File: src/rtl/alu_pkg.sv
// Shared constants for the ALU sequencer: op codes, error codes and FSM state encoding.
package alu_pkg;

    localparam logic [3:0] OP_ADD    = 4'd0;
    localparam logic [3:0] OP_SUB    = 4'd1;
    localparam logic [3:0] OP_MUL    = 4'd2;
    localparam logic [3:0] OP_DIV    = 4'd3;
    localparam logic [3:0] OP_MOD    = 4'd4;
    localparam logic [3:0] OP_AND    = 4'd5;
    localparam logic [3:0] OP_OR     = 4'd6;
    localparam logic [3:0] OP_NAND   = 4'd7;
    localparam logic [3:0] OP_NOR    = 4'd8;
    localparam logic [3:0] OP_XOR    = 4'd9;
    localparam logic [3:0] OP_XNOR   = 4'd10;
    localparam logic [3:0] OP_NOT    = 4'd11;
    localparam logic [3:0] OP_PRESET = 4'd12;
    localparam logic [3:0] OP_CLEAR  = 4'd13;
    localparam logic [3:0] OP_NOP    = 4'd14;
    localparam logic [3:0] OP_RSVD   = 4'd15;

    localparam logic [1:0] ERR_NONE  = 2'b00;
    localparam logic [1:0] ERR_OVF   = 2'b01;
    localparam logic [1:0] ERR_DIV0  = 2'b10;
    localparam logic [1:0] ERR_FAULT = 2'b11;

    typedef enum logic [1:0] {
        S_IDLE  = 2'd0,
        S_ISSUE = 2'd1,
        S_WAIT  = 2'd2,
        S_WB    = 2'd3
    } state_t;

    // Ops 12..15 are resolved locally and never reach the ALU.
    function automatic logic is_bypass(input logic [3:0] op);
        return op >= OP_PRESET;
    endfunction

    // Overflow only has meaning for add/sub; other ops drop that bit.
    function automatic logic [1:0] mask_err(input logic [3:0] op, input logic [1:0] err);
        return {err[1], err[0] & ((op == OP_ADD) || (op == OP_SUB))};
    endfunction

endpackage

File: src/rtl/cmd_fifo.sv
// Command FIFO: power-of-two depth, count-based full/empty, head visible combinationally.
module cmd_fifo #(
    parameter int DEPTH = 4,
    parameter int WIDTH = 20
) (
    input  logic             clk,
    input  logic             rst_n,
    input  logic             push,
    input  logic [WIDTH-1:0] push_data,
    input  logic             pop,
    output logic [WIDTH-1:0] head,
    output logic             full,
    output logic             empty
);
    localparam int AW = $clog2(DEPTH);

    logic [WIDTH-1:0] mem [DEPTH];
    logic [AW-1:0]    wr_ptr;
    logic [AW-1:0]    rd_ptr;
    logic [AW:0]      count;
    logic             push_ok;
    logic             pop_ok;

    assign full    = (count == (AW + 1)'(DEPTH));
    assign empty   = (count == '0);
    assign push_ok = push & ~full;
    assign pop_ok  = pop & ~empty;
    assign head    = mem[rd_ptr];

    always_ff @(posedge clk) begin
        if (push_ok) mem[wr_ptr] <= push_data;
    end

    always_ff @(posedge clk or negedge rst_n) begin
        if (!rst_n) begin
            wr_ptr <= '0;
            rd_ptr <= '0;
            count  <= '0;
        end else begin
            if (push_ok) wr_ptr <= wr_ptr + AW'(1);
            if (pop_ok)  rd_ptr <= rd_ptr + AW'(1);
            case ({push_ok, pop_ok})
                2'b10:   count <= count + (AW + 1)'(1);
                2'b01:   count <= count - (AW + 1)'(1);
                default: count <= count;
            endcase
        end
    end

endmodule

File: src/rtl/alu_sequencer.sv
// Queues ALU commands, issues them one at a time to a shared ALU and folds results
// into an accumulator with sticky error tracking and a per-command response pulse.
module alu_sequencer
    import alu_pkg::*;
#(
    parameter int FIFO_DEPTH = 4,
    parameter int TIMEOUT    = 64
) (
    input  logic        clk,
    input  logic        rst_n,
    input  logic        cmd_valid,
    output logic        cmd_ready,
    input  logic [3:0]  cmd_op,
    input  logic [15:0] cmd_data,
    output logic        alu_start,
    output logic [3:0]  alu_op,
    output logic [15:0] alu_a,
    output logic [15:0] alu_b,
    input  logic        alu_done,
    input  logic [31:0] alu_result,
    input  logic [1:0]  alu_err,
    output logic        rsp_valid,
    output logic [31:0] rsp_result,
    output logic [1:0]  rsp_err,
    output logic [31:0] acc,
    output logic [1:0]  err_sticky,
    output logic        busy,
    output state_t      fsm_state
);
    localparam int             TW      = $clog2(TIMEOUT + 1);
    localparam logic [TW-1:0]  TO_LAST = TW'(TIMEOUT - 1);

    // Handshake: a command transfers on a rising edge where cmd_valid and cmd_ready are both
    // high; cmd_ready depends only on FIFO fullness, never on cmd_valid. rsp_valid is a
    // one-cycle pulse with no back-pressure.
    state_t        state;
    state_t        state_nxt;
    logic          ready_en;
    logic          push;
    logic          pop;
    logic          full;
    logic          empty;
    logic [19:0]   head;
    logic [3:0]    head_op;
    logic [15:0]   head_data;
    logic [3:0]    cur_op;
    logic [15:0]   cur_data;
    logic [31:0]   res_q;
    logic [1:0]    err_q;
    logic [TW-1:0] tmo_cnt;

    assign head_op   = head[19:16];
    assign head_data = head[15:0];
    assign cmd_ready = ready_en & ~full;
    assign push      = cmd_valid & cmd_ready;
    assign pop       = (state == S_ISSUE);

    cmd_fifo #(.DEPTH(FIFO_DEPTH), .WIDTH(20)) u_fifo (
        .clk       (clk),
        .rst_n     (rst_n),
        .push      (push),
        .push_data ({cmd_op, cmd_data}),
        .pop       (pop),
        .head      (head),
        .full      (full),
        .empty     (empty)
    );

    always_ff @(posedge clk or negedge rst_n) begin
        if (!rst_n) state <= S_IDLE;
        else        state <= state_nxt;
    end

    // WB chains straight into ISSUE when work is queued, giving a 3-cycle command loop.
    always_comb begin
        state_nxt = state;
        case (state)
            S_IDLE:  if (!empty) state_nxt = S_ISSUE;
            S_ISSUE: state_nxt = is_bypass(head_op) ? S_WB : S_WAIT;
            S_WAIT:  if (alu_done || (tmo_cnt == TO_LAST)) state_nxt = S_WB;
            S_WB:    state_nxt = empty ? S_IDLE : S_ISSUE;
            default: state_nxt = S_IDLE;
        endcase
    end

    always_ff @(posedge clk or negedge rst_n) begin
        if (!rst_n) begin
            ready_en   <= 1'b0;
            cur_op     <= '0;
            cur_data   <= '0;
            res_q      <= '0;
            err_q      <= ERR_NONE;
            tmo_cnt    <= '0;
            acc        <= '0;
            err_sticky <= '0;
        end else begin
            ready_en <= 1'b1;
            case (state)
                S_ISSUE: begin
                    cur_op   <= head_op;
                    cur_data <= head_data;
                    tmo_cnt  <= '0;
                    case (head_op)
                        OP_PRESET: begin res_q <= '1;  err_q <= ERR_NONE;  end
                        OP_CLEAR:  begin res_q <= '0;  err_q <= ERR_NONE;  end
                        OP_NOP:    begin res_q <= acc; err_q <= ERR_NONE;  end
                        OP_RSVD:   begin res_q <= acc; err_q <= ERR_FAULT; end
                        default: ;
                    endcase
                end
                S_WAIT: begin
                    tmo_cnt <= tmo_cnt + TW'(1);
                    if (alu_done) begin
                        res_q <= alu_result;
                        err_q <= mask_err(cur_op, alu_err);
                    end else if (tmo_cnt == TO_LAST) begin
                        res_q <= acc;
                        err_q <= ERR_FAULT;
                    end
                end
                S_WB: begin
                    if (err_q == ERR_NONE) acc <= res_q;
                    err_sticky <= err_sticky | err_q;
                end
                default: ;
            endcase
        end
    end

    // During ISSUE the request comes straight from the FIFO head; afterwards the latched
    // copy keeps it stable for the whole WAIT. acc cannot change before WB.
    assign alu_start  = (state == S_ISSUE) && !is_bypass(head_op);
    assign alu_op     = (state == S_ISSUE) ? head_op   : cur_op;
    assign alu_a      = (state == S_ISSUE) ? head_data : cur_data;
    assign alu_b      = acc[15:0];
    assign rsp_valid  = (state == S_WB);
    assign rsp_result = res_q;
    assign rsp_err    = err_q;
    assign busy       = (state != S_IDLE) | ~empty;
    assign fsm_state  = state;

endmodule

File: config.mk
export PLATFORM = sky130hd
export DESIGN_NAME = alu_sequencer
export DESIGN_NICKNAME = d
export VERILOG_FILES = /design/src/rtl/alu_pkg.sv /design/src/rtl/cmd_fifo.sv /design/src/rtl/alu_sequencer.sv
export SDC_FILE = /design/constraint.sdc
export NUM_CORES = 1
export LEC_CHECK = 0
export BUFFER_PORTS_ARGS = -buffer_cell sky130_fd_sc_hd__buf_2
export CAP_MARGIN = 20
export CORE_MARGIN = 2
export CORE_UTILIZATION = 38
export CTS_CLUSTER_DIAMETER = 50
export DETAILED_ROUTE_END_ITERATION = 8
export GPL_TIMING_DRIVEN = 0
export HOLD_SLACK_MARGIN = 0.06
export PLACE_DENSITY = 0.55
export SLEW_MARGIN = 20
export SYNTH_ARGS = -nofsm -noshare
export SYNTH_HDL_FRONTEND = slang
export SYNTH_SLANG_ARGS = --single-unit
File: constraint.sdc
create_clock -name clk -period 2.9 [get_ports clk]
set_input_delay 0.435 -clock clk [delete_from_list [all_inputs] [get_ports clk]]
set_output_delay 0.435 -clock clk [all_outputs]
set_load 0.02 [all_outputs]
# Yosys cells after proc, flatten, opt, wreduce, memory -nomap -nowiden
# Memory sizes are Yosys's and may differ from the RTL's.
# Cells that the tools add are included.
[totals]
memories = 1
inputBits = 58
ff_bits = 105
wordCells = 81
mem_bits_rw = 80
output_inout_bits = 110
[mem_list]
columns = ["memory", "depth", "word_bits", "read_ports", "rd_clocked_by_memory_dff", "write_ports", "line_no", "rtl"]
rows = [
  ["u_fifo.mem", 4, 20, 1, 0, 1, "cmd_fifo.sv:17", "logic [WIDTH-1:0] mem [DEPTH];"],
]
[classes]
bitwise_logic = 9
n_reduce_logical = 17
add_sub_neg = 5
eq_ne = 17
magnitude_cmp = 1
mux = 19
[ops]
columns = ["op", "count"]
rows = [
  ["$pmux 32 s3", 1],
  ["$mux 32", 2],
  ["$pmux 32 s2", 1],
  ["$eq 4x4->1 const B", 4],
  ["$mux 16", 1],
  ["$pmux 7 s2", 1],
  ["$mux 2", 4],
  ["$pmux 2 s2", 2],
  ["$pmux 2 s4", 1],
  ["$add 7x1->7 const B", 1],
  ["$eq 7x6->1 const B", 1],
  ["$eq 2x2->1 const B", 3],
  ["$ne 3x3->1 const B", 2],
  ["$pmux 3 s2", 1],
  ["$reduce_and 3->1", 2],
  ["$reduce_bool 2->1", 3],
  ["$and 1x1->1", 5],
  ["$add 2x1->2 const B", 2],
  ["$eq 2x1->1 const B", 2],
  ["$eq 4x1->1 const B", 1],
  ["$ge 4x4->1 const B", 1],
  ["$logic_not 2->1", 2],
  ["$logic_not 4->1", 1],
  ["$mux 1", 4],
  ["16 further kinds", 20],
]

# Depth between registers and ports, before layout
# Gate-level depths: netlist of run 1.
[depth]
depth_word = 7
ltp_mapped = 9
mapped_depth_nobuf = 9

# Cells and area by module
# A second synthesis of run 1 with hierarchy kept.
[hier_totals]
hier_cells = 534
area_unflattened_um2 = 8314.2
[modules_own_cells]
columns = ["mod", "cells_each", "area_per_inst_um2", "n_inst", "seq_area_each_um2"]
rows = [
  ["alu_sequencer", 393, 4982.3, 1, 2452.4],
  ["cmd_fifo", 141, 3331.9, 1, 2577.5],
]

# Least setup slack after synthesis of run 1
# No wires, ideal clock.
[synth_path]
path_kind = "reg-to-reg"
start = "reg u_fifo.count[0]"
end = "reg u_fifo.count[2]"
t_arrival_ns = 2.393
path_buffers = 0
setup_slack_ns = 0.382
synth_period_minus_slack_ns = 2.518
path_stages_with_launch = 10
setup_time_ns = 0.125
t_required_ns = 2.775
cell_sequence = "dfrtp_1 -> nor2_1 -> a21boi_0 -> and2_1 -> inv_1 -> ha_1 -> fa_1 -> xnor2_1 -> nor2_1 -> xor2_1"
[synth_via]
elab_chain_cells = 7
elab_cells_between_ends = 14
classes_between = "add/sub: 2; eq/ne: 3; mux: 1; bitwise: 6; reduce/logical: 2"
[synth_lines]
columns = ["element", "line_no", "rtl"]
rows = [
  ["start, declared", "cmd_fifo.sv:20", "logic [AW:0] count;"],
  ["start signal, assigned", "cmd_fifo.sv:43", "2'b10: count <= count + (AW + 1)'(1);"],
  ["start signal, assigned", "cmd_fifo.sv:44", "2'b01: count <= count - (AW + 1)'(1);"],
  ["start signal, assigned", "cmd_fifo.sv:45", "default: count <= count;"],
  ["$eq 3x3->1 (*)", "cmd_fifo.sv:24", "assign full = (count == (AW + 1)'(DEPTH));"],
  ["$not 1->1 (*)", "alu_sequencer.sv:54", "assign cmd_ready = ready_en & ~full;"],
  ["$and 1x1->1 (*)", "alu_sequencer.sv:54", ""],
  ["net cmd_ready", "alu_sequencer.sv:12", "output logic cmd_ready,"],
  ["$and 1x1->1 (*)", "alu_sequencer.sv:55", "assign push = cmd_valid & cmd_ready;"],
  ["$and 1x1->1 (*)", "cmd_fifo.sv:26", "assign push_ok = push & ~full;"],
  ["$eq 2x1->1 or $eq 2x2->1 (tied branches)", "cmd_fifo.sv:42", "case ({push_ok, pop_ok})"],
  ["$pmux 3 s2 or $reduce_bool 2->1 (tied branches)", "-", ""],
]
# The timed path passes the listed nets; every way through them passes the cells marked *.
# A chain may end at the register's enable or synchronous reset.

# Worst setup path after layout of run 1
[layout_path]
start = "reg u_fifo.rd_ptr[1]"
end = "out alu_a[9]"
[layout_via]
elab_chain_cells = 2
[layout_lines]
columns = ["element", "line_no", "rtl"]
rows = [
  ["start, declared", "cmd_fifo.sv:19", "logic [AW-1:0] rd_ptr;"],
  ["start signal, assigned", "cmd_fifo.sv:41", "if (pop_ok) rd_ptr <= rd_ptr + AW'(1);"],
  ["$mem_v2 4x20", "-", ""],
  ["$mux 16", "alu_sequencer.sv:134", "assign alu_a = (state == S_ISSUE) ? head_data : cur_data;"],
  ["end, declared", "alu_sequencer.sv:17", "output logic [15:0] alu_a,"],
]
# No other way between the ends.

==> summary.md, run 1 <==
| Metric | Value |
|---|---|
| Status | completed |
| CP startpoint kind | register |
| CP delay by family, top | buffers and inverters |
| Slowest-stage cell, CP | dfrtp_1 |
| Critical Path Max Stage Delay | 0.45 ns |
| Area growth syn-to-layout | 21.7% |
| Compound-Gate Fraction of Synth Area | 16.2% |
| Crit path required time | 2.47 ns |
| Worst VDD drop | 0.625 mV |
| CTS tree | yes |
| Post-synth EDFFs | 80 |
| Synthesized instance count | 609 |
| Post-synthesis sequential area ratio | 57.1% |
| Initial Util | 38.8% |
| Global-route wire length before repair | 35.4 mm |
| Worst Max-Slew Pin Slew | 0.764 ns |
| Via count | 5834 |
| DRC Markers | 0 |
| Initial antenna violation count | 2 |
| Power Internal | 8.09 mW |
| Sw Ratio | 43.2% |
| Filler instances | 2039 |
| Max transition margin | 49.0% |
| CP max FO | 10 |
| CTS sink count | 185 |
| Clock Path Buffers | 2 |
| Die span in y | 156 um |
| CP Class | reg2out |
| Core ar. | 22700 um^2 |
| # IOs | 168 |
| Crit path from | u_fifo.rd_ptr[1]$_DFFE_PN0P_ |
| Comb pwr share | 53.3% |
| Seq pwr share | 29.7% |
| Commonest cells after routing, fill and taps aside | buf_2 (171), dfrtp_1 (105), edfxtp_1 (80) |
| Crit path depth | 5 |
| Final Wtd Congestion | 0.801 |
| Reg2Reg Setup Slack | 0.23 ns |
| Most common cell after layout, fill and taps aside | buf_2 |
| Worst R2R End | rsp_result[23]$_DFFE_PN0P_ |
| Count of final hold-check violations | 0 |
| DP Wirelength | 15.3 mm |
| DR pass1 iterations | 4 |
| Nets@finish | 868 |
| Vias in the first global route | 6223 |
| P_sw | 6.17 mW |
| Clock power share | 17.0% |
| Crit path time final | 2.75 ns |
| RSZ-0062 raised after global routing | no |
| Global Route Usage Sum | 19.0% |
| Most used cell, CP | buf_2 |
| Pre-CTS setup slack | -0.0303 ns |
| Worst r2r src | fsm_state[0]$_DFFE_PN0P_ |
| Fin Clk Skew | 0.0106 ns |
| PD cells | 1330 nW/um^2 |
| Finished Layout Cells | 1098 |
| Leak | 4.24 nW |
| Post-synthesis xor/xnor area fraction | 0.696% |
| Final slew viol count | 0 |
| Crit path capture | alu_a[9] |
| Top FF cell, synth | dfrtp_1 |
| Final Hold Slack | 0.209 ns |
| Post-synthesis register bit count | 185 |
| Congestion Overflow GR | 0 |
| Clock transition at path regs | 0.08 ns |
| Crit-path cells | buf_2 -> clkbuf_4 -> mux4_2 -> mux2_2 -> buf_2 |
| Antenna viol nets, final | 0 |
| Post-synthesis mux area share | 12.9% |
| DR WL/cell | 20.5 um |
| Setup WS post-layout | 0.151 ns |
| Largest net degree at the start of global routing | 65 |
| Skew-Pair Late Insertion Delay | 0.43 ns |
| Number of max-cap violations | 0 |
| Endpoints failing setup | 0 |
| Avg Cell Area, Syn | 14.5 um^2 |
| Number of core rows | 55 |
| Min-delay worst type | in2reg |
| Main combinational cell family by area after synthesis | compound AO/OA/AOI/OAI gates |
| Cts bufs inserted | 17 |
| Critical path buffers and inverters | 3 |
| Synth warn | 0 |
| R2R cell count | 8 |
| Synth Area in Adders | 1.79% |
| Chip width | 156 um |
| Layout cells sized above 1 | 42.8% |
| Critical path capture point type | output port |
| Data arrival, critical path | 2.31 ns |
| Mapped Nets | 679 |
| Max Fclk | 364 MHz |
| Setup tns final | 0 ns |
| Clk Tree Root Cell | clkbuf_16 |
| Placed Instances | 1062 |
| Via-to-Cell Ratio | 5.31 |
| Netlist cell types | 45 |
| Htree depth | 4 |
| Die Area | 24400 um^2 |
| Total Wirelength | 22.5 mm |
| Synth async-reset ratio | 56.8% |
| IO buf count | 167 |
| 1st-iter DRT viols | 310 |
| Period utilization | 94.8% |
| Simple-Gate Fraction of Synth Area | 6.86% |
| Post-Syn Area | 8800 um^2 |
==> cells in the mapped netlist, types with 4 or more instances <==
cell      number  area (um^2)
clkbuf_1      35          131
xnor2_1        4         35.0
mux4_2        20          450
mux2i_1        4         40.0
o31ai_1       34          255
nand3_1        5         25.0
a21oi_1       35          175
nand2_1        5         18.8
nor2_1         5         18.8
nor2b_1       36          225
a211oi_1      32          240
mux2_2        57          642
dfrtp_1      105         2630
and3_1         4         25.0
o31ai_4       29          617
o21ai_0        5         25.0
edfxtp_1      80         2400
nand2b_1      35          219
inv_1         12         45.0
buf_4         16          120
ha_1          11          138
==> metrics by stage <==
stage | total power [mW] | util, % | instance area, um^2
after global placement | 11.7 | 44.0 | 10000
after global routing | 15.1 | 47.2 | 10700
after detailed placement | 11.9 | 44.2 | 10000
after floorplan | 9.71 | - | 8800
final | 14.3 | 47.2 | 10700
after CTS | 14.4 | 47.1 | 10700
==> logic make-up after synthesis <==
group | count (synthesis)
DFF | 185
adders and majority gates | 12
other | 1
xor gates and xnor gates | 7
and+or+nand+nor | 101
muxes | 81
AOI/OAI and AO/OA | 148
buffers and inverters | 74
==> power groups by stage <==
stage	logic (mW)	registers (mW)	clock network (mW)
detailed placement	7.62	4.29	0
floorplan	4.97	4.74	0
CTS	7.67	4.23	2.48
global route	8.20	4.35	2.60
finish	7.61	4.23	2.42
global placement	7.47	4.23	0
==> worst reg2reg max path, cell delays in order, from the launching register on <==
cell and delay [ns]:
dfrtp_1 0.43, inv_1 0.15, ha_1 0.21, clkbuf_1 0.38, clkinv_1 0.40, nand3_1 0.33
clkbuf_2 0.32, a21oi_1 0.13, o31ai_4 0.25
==> flip-flops by register name, summed over array words and instances (netlist names) <==
| register | count |
|---|---|
| u_fifo.count | 3 |
| acc | 32 |
| tmo_cnt | 7 |
| ready_en | 1 |
| u_fifo.wr_ptr | 2 |
| u_fifo.rd_ptr | 2 |
| fsm_state | 2 |
| err_sticky | 2 |
| cur_op | 4 |
| rsp_err | 2 |
| rsp_result | 32 |
| u_fifo.mem | 80 |
| cur_data | 16 |
==> what timing repair did <==
| action | 4_1_cts | 5_1_grt |
|---|---|---|
| hold buffers | 1 | 0 |
| buffers inserted | 0 | 2 |
| hold endpoints to repair | 41 | 0 |
| pin swaps | 0 | 1 |
| gates resized for setup | 7 | 9 |
| endpoints found under the setup margin | 21 | 41 |
==> area by class of cell <==
cell class                 count  area (um^2)  area share [%]
clock buffer                  17          425            3.97
timing repair buffer         171          895            8.35
clock inverter                15          205            1.92
sequential                   185         5030            47.0
inverter                      13         48.8           0.455
antenna                        2         5.00          0.0467
tap                          285          357            3.33
buffer                        60          350            3.27
multi-input combinational    350         3400            31.7
==> metal layers <==
metal	wire length [um]	track usage, %	share of wire (%)	vias to the layer above
met5	13	0	0.058	-
met4	209	4.72	0.93	2
met2	11100	32.2	49	168
met3	1520	5.64	6.8	14
met1	9660	24.0	43	2984
li1	-	-	-	2666
==> worst min-delay path by stage <==
stage | to | from | depth (start not counted)
after floorplan | acc[0]$_DFFE_PN0P_ | rst_n | 0
after global placement | err_sticky[1]$_DFFE_PN0P_ | err_sticky[1]$_DFFE_PN0P_ | 1
after detailed placement | acc[4]$_DFFE_PN0P_ | rst_n | 1
after CTS | u_fifo.mem[1][13]$_DFFE_PP_ | cmd_data[13] | 1
after global routing | u_fifo.mem[3][13]$_DFFE_PP_ | cmd_data[13] | 1
final | u_fifo.mem[3][13]$_DFFE_PP_ | cmd_data[13] | 1
Power figures use the tool's default switching activity.
==> inputs of run 2 (changes only) <==
--- a/config.mk
+++ b/config.mk
@@ -13,8 +13,7 @@
 export DETAILED_ROUTE_END_ITERATION = 8
 export GPL_TIMING_DRIVEN = 0
 export HOLD_SLACK_MARGIN = 0.06
-export PLACE_DENSITY = 0.55
-export SLEW_MARGIN = 20
+export PLACE_DENSITY_LB_ADDON = 0.3
 export SYNTH_ARGS = -nofsm -noshare
 export SYNTH_HDL_FRONTEND = slang
 export SYNTH_SLANG_ARGS = --single-unit
==> run 2 against run 1 <==
Compared with the run above:
- worst setup slack got worse by 0.037 ns
- combinational power decreased by 1%
- flip-flop and latch count unchanged
- sequential power about the same
- cell area increased by 0.92%
- via count decreased by 1.7%
- power increased by 0.16%
- critical path depth unchanged
- critical path type unchanged
- critical endpoint is now alu_start
- largest cell class unchanged
- highest routed layer unchanged
==> summary.md, run 2 (synthesized netlist as in run 1, its figures left out) <==
| Metric | Value |
|---|---|
| Status | completed (unchanged) |
| Number of core rows | 55 (unchanged) |
| Final Wtd Congestion | 0.750 (was 0.801) |
| CP Class | reg2out (unchanged) |
| Initial antenna violation count | 2 (unchanged) |
| Fin util | 47.6% (was 47.2%) |
| Crit path required time | 2.47 ns (about the same) |
| Area of the multi-input gates | 3390 um^2 (was 3400 um^2) |
| Placed inst area | 10000 um^2 (about the same) |
| Clk Tree Root Cell | clkbuf_16 (unchanged) |
| Final slew viol count | 0 (unchanged) |
| Data arrival, critical path | 2.35 ns (was 2.31 ns) |
| Total Wirelength | 20.9 mm (was 22.5 mm) |
| Worst Max-Slew Pin Slew | 0.736 ns (was 0.764 ns) |
| Max Fclk | 359 MHz (was 364 MHz) |
| CP startpoint kind | register (unchanged) |
| Most common cell after layout, fill and taps aside | buf_2 (unchanged) |
| Biggest register | u_fifo.mem (unchanged) |
| Layout cells sized above 1 | 42.4% (was 42.8%) |
| Post-route cell area | 10800 um^2 (was 10700 um^2) |
| Max transition margin | 50.9% (was 49.0%) |
| Congestion Overflow GR | 0 (unchanged) |
| Clock transition at path regs | 0.09 ns (was 0.08 ns) |
| # IOs | 168 (unchanged) |
| Reg2Reg Setup Slack | 0.39 ns (was 0.23 ns) |
| CP max FO | 10 (unchanged) |
| Placed Instances | 1063 (was 1062) |
| Via count | 5735 (was 5834) |
| Chip width | 156 um (unchanged) |
| DP Wirelength | 14.2 mm (was 15.3 mm) |
| Fin Clk Skew | 0.0192 ns (was 0.0106 ns) |
| Crit-path cells | buf_6 -> mux4_2 -> a21boi_4 -> buf_2 -> buf_2 (was buf_2 -> clkbuf_4 -> mux4_2 -> mux2_2 -> buf_2) |
| Slowest-stage cell, CP | mux4_2 (was dfrtp_1) |
| Die Area | 24400 um^2 (unchanged) |
| Commonest cells after routing, fill and taps aside | buf_2 (171), dfrtp_1 (105), edfxtp_1 (80) (unchanged) |
| DR pass1 iterations | 7 (was 4) |
| Final Hold Slack | 0.201 ns (was 0.209 ns) |
| Antenna viol nets, final | 0 (unchanged) |
| Area growth syn-to-layout | 22.8% (was 21.7%) |
| PD cells | 1320 nW/um^2 (was 1330 nW/um^2) |
| IO buf count | 167 (unchanged) |
| CTS tree | yes (unchanged) |
| Min-delay worst type | in2reg (unchanged) |
| Core ar. | 22700 um^2 (unchanged) |
| Crit path time final | 2.79 ns (was 2.75 ns) |
| Critical path buffers and inverters | 3 (unchanged) |
| Met2 routed wirelength | 9.90 mm (was 11.1 mm) |
| WL met1 | 9.36 mm (was 9.66 mm) |
| Leak | 4.28 nW (was 4.24 nW) |
| Count of final hold-check violations | 0 (unchanged) |
| Endpoints failing setup | 0 (unchanged) |
| Filler instances | 2033 (was 2039) |
| Number of setup buffers added after CTS | 0 (unchanged) |
| Initial Util | 38.8% (unchanged) |
| 1st-iter DRT viols | 210 (was 310) |
| Clock Path Buffers | 2 (unchanged) |
| Max reg flops | 80 (unchanged) |
| CP delay by family, top | buffers and inverters (unchanged) |
| Via-to-Cell Ratio | 5.22 (was 5.31) |
| CTS sink count | 185 (unchanged) |
| Met3 Routed Length | 1.55 mm (was 1.52 mm) |
| Critical path capture point type | output port (unchanged) |
| Global-route wire length before repair | 33.2 mm (was 35.4 mm) |
| Number of max-cap violations | 0 (unchanged) |
| DRC Markers | 0 (unchanged) |
| Finished Layout Cells | 1099 (was 1098) |
| Cts bufs inserted | 17 (unchanged) |
| Most used cell, CP | buf_2 (unchanged) |
| Htree depth | 4 (unchanged) |
| Register Area | 5030 um^2 (unchanged) |
| Pre-CTS setup slack | -0.0170 ns (was -0.0303 ns) |
| Global Route Usage Sum | 17.8% (was 19.0%) |
| RSZ-0062 raised after global routing | no (unchanged) |
| Worst VDD drop | 0.583 mV (was 0.625 mV) |
| Vias in the first global route | 5764 (was 6223) |
| Period utilization | 96.1% (was 94.8%) |
| Skew-Pair Late Insertion Delay | 0.44 ns (was 0.43 ns) |
| Top Layer Used | met5 (unchanged) |
| Setup WS post-layout | 0.114 ns (was 0.151 ns) |
| DR WL/cell | 19.0 um (was 20.5 um) |
| Largest net degree at the start of global routing | 85 (was 65) |
| Die span in y | 156 um (unchanged) |
| Nets@finish | 870 (was 868) |
| Critical Path Max Stage Delay | 0.59 ns (was 0.45 ns) |
[run 2: power breakdown]
group	switching (mW)	total, mW	leakage, nW	internal [mW]
logic	4.28	7.50	2.00	3.22
registers	0.623	4.24	1.97	3.62
clock network	1.30	2.54	0.317	1.24
[run 2: metal layers]
layer | GRT usage (%) | vias to the layer above
met4 | 4.72 | 2
met2 | 27.9 | 196
li1 | - | 2658
met3 | 4.89 | 8
met1 | 24.7 | 2871
met5 | 0 | -
[run 2: metrics by stage]
stage / power (mW) / TNS (ns)
6_report: 14.3 / 0
5_1_grt: 15.2 / 0
4_1_cts: 14.4 / 0
3_5_place_dp: 11.8 / -0.0336
3_3_place_gp: 11.7 / -0.0179
2_1_floorplan: 9.71 / 0
[run 2: what timing repair did]
item                                    CTS  global route
hold buffers                              1             0
endpoints found under the setup margin   15            31
gates resized for setup                   8             6
hold endpoints to repair                 21             0
[run 2: cell type report]
class / instances / area share (%)
Inverter: 13 / 0.486
Sequential cell: 185 / 46.5
Clock inverter: 15 / 2.21
Antenna cell: 1 / 0.0231
Tap cell: 285 / 3.30
Multi-Input combinational cell: 350 / 31.4
Buffer: 60 / 3.23
Timing Repair Buffer: 173 / 8.92
Clock buffer: 17 / 3.93
[run 2: final timing paths]
path                                         endpoint                          from  cells past startpoint
min in group asynchronous         acc[14]$_DFFE_PN0P_                         rst_n                      2
min                        u_fifo.mem[2][7]$_DFFE_PP_                   cmd_data[7]                      1
min reg2reg                 err_sticky[0]$_DFFE_PN0P_     err_sticky[0]$_DFFE_PN0P_                      1
max reg2reg                       acc[31]$_DFFE_PN0P_      fsm_state[1]$_DFFE_PN0P_                      4
max in group asynchronous      tmo_cnt[3]$_DFFE_PN0N_                         rst_n                      3
max                                         alu_start  u_fifo.rd_ptr[0]$_DFFE_PN0P_                      5
==> inputs of run 3 (changes only) <==
--- a/config.mk
+++ b/config.mk
@@ -5,6 +5,7 @@
 export SDC_FILE = /design/constraint.sdc
 export NUM_CORES = 1
 export LEC_CHECK = 0
+export ABC_AREA = 1
 export BUFFER_PORTS_ARGS = -buffer_cell sky130_fd_sc_hd__buf_2
 export CAP_MARGIN = 20
 export CORE_MARGIN = 2
@@ -13,7 +14,8 @@
 export DETAILED_ROUTE_END_ITERATION = 8
 export GPL_TIMING_DRIVEN = 0
 export HOLD_SLACK_MARGIN = 0.06
-export PLACE_DENSITY_LB_ADDON = 0.3
+export PLACE_DENSITY = 0.65
+export RECOVER_POWER = 100
 export SYNTH_ARGS = -nofsm -noshare
 export SYNTH_HDL_FRONTEND = slang
 export SYNTH_SLANG_ARGS = --single-unit
==> run 3 against run 2 <==
Compared with the run above:
- final cell count rose by 25%
- non-clock buffer count rose by 11
- sequential power fell by 4%
- critical path depth rose by 2
- count of clock-buffer cells in the layout did not move
- global-route usage rose by 0.75 points
- largest power group unchanged
- core utilization fell by 1.6 points
- wire length rose by 6.5%
- synthesized area fell by 2.4%
- combinational power fell by 14%
- clock power fell by 7%
- die area fell by 2.3%
==> summary.md, run 3 <==
| Metric | Value |
|---|---|
| Post-route cell area | 10300 um^2 (was 10800 um^2) |
| CP max FO | 10 (unchanged) |
| CTS tree | yes (unchanged) |
| Die Area | 23800 um^2 (was 24400 um^2) |
| Period utilization | 95.8% (was 96.1%) |
| Worst Max-Slew Pin Slew | 1.25 ns (was 0.736 ns) |
| Min-delay worst type | in2reg (unchanged) |
| DP Wirelength | 15.4 mm (was 14.2 mm) |
| Synth async-reset ratio | 56.8% (unchanged) |
| Crit path required time | 2.47 ns (about the same) |
| PD cells | 1250 nW/um^2 (was 1320 nW/um^2) |
| CP delay by family, top | buffers and inverters (unchanged) |
| Post-synth top area share | 30.6% (was 29.8%) |
| Avg Cell Area, Syn | 9.72 um^2 (was 14.5 um^2) |
| Final Power | 12.9 mW (was 14.3 mW) |
| Commonest cells after routing, fill and taps aside | nor2_1 (197), clkbuf_1 (141), dfrtp_1 (105) (was buf_2 (171), dfrtp_1 (105), edfxtp_1 (80)) |
| Area growth syn-to-layout | 20.0% (was 22.8%) |
| Area contributors post-synth | dfrtp_1 (31%), edfxtp_1 (28%), nor2_1 (8.6%) (was dfrtp_1 (30%), edfxtp_1 (27%), mux2_2 (7.3%)) |
| Status | completed (unchanged) |
| Clock Path Buffers | 2 (unchanged) |
| Critical path buffers and inverters | 5 (was 3) |
| Setup tns final | 0 ns (unchanged) |
| # IOs | 168 (unchanged) |
| Biggest register | u_fifo.mem (unchanged) |
| Crit path time final | 2.78 ns (was 2.79 ns) |
| Fin Clk Skew | 0.0160 ns (was 0.0192 ns) |
| Final Wtd Congestion | 0.826 (was 0.750) |
| Leak | 4.30 nW (was 4.28 nW) |
| Synthesized instance count | 884 (was 609) |
| Global-route wire length before repair | 35.1 mm (was 33.2 mm) |
| Max transition margin | 16.9% (was 50.9%) |
| Ant diodes | 0 (was 1) |
| CTS sink count | 185 (unchanged) |
| Count of final hold-check violations | 0 (unchanged) |
| Global Route Usage Sum | 18.6% (was 17.8%) |
| Initial Util | 38.3% (was 38.8%) |
| Slowest-stage cell, CP | clkbuf_1 (was mux4_2) |
| Htree depth | 4 (unchanged) |
| CP Class | reg2out (unchanged) |
| Top FF cell, synth | dfrtp_1 (unchanged) |
| Endpoints failing setup | 0 (unchanged) |
| Finished Layout Cells | 1374 (was 1099) |
| Die span in y | 154 um (was 156 um) |
| Most common cell after layout, fill and taps aside | nor2_1 (was buf_2) |
| Largest net degree at the start of global routing | 61 (was 85) |
| Pre-CTS setup slack | 0.433 ns (was -0.0170 ns) |
| Area of the multi-input gates | 3010 um^2 (was 3390 um^2) |
| Synth top cells by count | nor2_1 (197), dfrtp_1 (105), nand2_1 (90) (was dfrtp_1 (105), edfxtp_1 (80), mux2_2 (57)) |
| Area leader, netlist | dfrtp_1 (unchanged) |
| Nets@finish | 1146 (was 870) |
| Post-synthesis register bit count | 185 (unchanged) |
| Cts bufs inserted | 17 (unchanged) |
| CP startpoint kind | register (unchanged) |
| Number of max-cap violations | 0 (unchanged) |
| Mapped Nets | 954 (was 679) |
| Vias in the first global route | 6601 (was 5764) |
| IO buf count | 167 (unchanged) |
| Post-synthesis sequential area ratio | 58.5% (was 57.1%) |
| Initial antenna violation count | 0 (was 2) |
| Data arrival, critical path | 2.34 ns (was 2.35 ns) |
| Number of core rows | 55 (unchanged) |
| Register Area | 5030 um^2 (unchanged) |
| Congestion Overflow GR | 0 (unchanged) |
| Clock transition at path regs | 0.08 ns (was 0.09 ns) |
| Final Hold Slack | 0.252 ns (was 0.201 ns) |
| Cell with the most instances after synthesis | nor2_1 (was dfrtp_1) |
| Fin util | 46.0% (was 47.6%) |
| DR WL/cell | 16.2 um (was 19.0 um) |
| Total Wirelength | 22.3 mm (was 20.9 mm) |
| Crit-path cells | buf_6 -> inv_4 -> buf_6 -> clkbuf_1 -> o21ai_0 -> a31oi_1 -> buf_2 (was buf_6 -> mux4_2 -> a21boi_4 -> buf_2 -> buf_2) |
| RSZ-0062 raised after global routing | no (unchanged) |
| Placed Instances | 1341 (was 1063) |
| Antenna viol nets, final | 0 (unchanged) |
| Via count | 6906 (was 5735) |
| Max reg flops | 80 (unchanged) |
| Worst VDD drop | 0.529 mV (was 0.583 mV) |
| Critical path capture point type | output port (unchanged) |
| 1st-iter DRT viols | 461 (was 210) |
| Setup WS post-layout | 0.122 ns (was 0.114 ns) |
| Via-to-Cell Ratio | 5.03 (was 5.22) |
| Final slew viol count | 0 (unchanged) |
| DRC Markers | 0 (unchanged) |
| Synth warn | 0 (unchanged) |
| Layout cells sized above 1 | 16.3% (was 42.4%) |
| Max Fclk | 360 MHz (was 359 MHz) |
| Skew-Pair Late Insertion Delay | 0.44 ns (about the same) |
| Most used cell, CP | buf_6 (was buf_2) |
| Post-Syn Area | 8600 um^2 (was 8800 um^2) |
| Core ar. | 22400 um^2 (was 22700 um^2) |
| Critical Path Max Stage Delay | 0.42 ns (was 0.59 ns) |
| Netlist cell types | 29 (was 45) |
| DR pass1 iterations | 7 (unchanged) |
| Chip width | 154 um (was 156 um) |
| Placed inst area | 9900 um^2 (was 10000 um^2) |
| Clk Tree Root Cell | clkbuf_16 (unchanged) |
| Post-synth EDFFs | 80 (unchanged) |
| Number of setup buffers added after CTS | 0 (unchanged) |
| Filler instances | 2229 (was 2033) |
## run 3: kinds of logic after synthesis
| family | share of synthesized area [%] |
|---|---|
| fa+ha+maj | 1.83 |
| simple gates | 18.1 |
| buf+inv | 6.46 |
| compound gates | 10.2 |
| flops | 58.5 |
| other cells | 0.0436 |
| xor+xnor | 0.611 |
| mux | 4.19 |
## run 3: cell type report
class	count	share of cell area [%]
inverters	32	1.19
clock inverters	15	1.84
multi-input cells	596	29.2
clock buffers	17	4.12
well taps	285	3.46
plain buffers	71	4.18
repair buffers	173	7.29
flip-flops and latches	185	48.8
## run 3: report_power, final
part           internal, mW  switching, mW
sequential             3.50          0.554
combinational          2.15           4.33
clock                  1.18           1.19
total                  6.83           6.07
## run 3: repair_timing
action                                  in CTS  in global routing
hold buffers                                 1                  0
endpoints found under the setup margin       0                 15
gates resized for setup                      0                  6
hold endpoints to repair                    45                  0
## run 3: metal layers
metal | GRT usage (%) | up-vias | routed length, um | share of wire [%]
li1 | - | 3367 | - | -
met1 | 23.9 | 3265 | 9570 | 43
met2 | 31.8 | 249 | 10900 | 49
met3 | 4.09 | 25 | 1440 | 6.5
met4 | 5.20 | 0 | 347 | 1.6
met5 | 0 | - | 0 | 0
## run 3: worst register-to-register path, stage by stage (launching register included)
cell      delay (ns)
dfrtp_1         0.39
inv_1           0.08
a31oi_1         0.30
nand2_1         0.26
nor2_1          0.75
clkbuf_2        0.49
## run 3: worst paths after layout
| check | endpoint | slack, ns | cells past startpoint | from |
|---|---|---|---|---|
| worst max-delay path | alu_a[0] | 0.12 | 7 | u_fifo.rd_ptr[0]$_DFFE_PN0P_ |
| worst min-delay path | u_fifo.mem[3][6]$_DFFE_PP_ | 0.25 | 1 | cmd_data[6] |
| worst max register to register | u_fifo.mem[3][15]$_DFFE_PP_ | 0.30 | 5 | u_fifo.count[1]$_DFFE_PN0P_ |
| worst min register to register | tmo_cnt[0]$_DFFE_PN0N_ | 0.51 | 1 | tmo_cnt[0]$_DFFE_PN0N_ |
| max in group asynchronous | rsp_result[26]$_DFFE_PN0P_ | 0.51 | 3 | rst_n |
| min in group asynchronous | acc[5]$_DFFE_PN0P_ | 0.80 | 2 | rst_n |
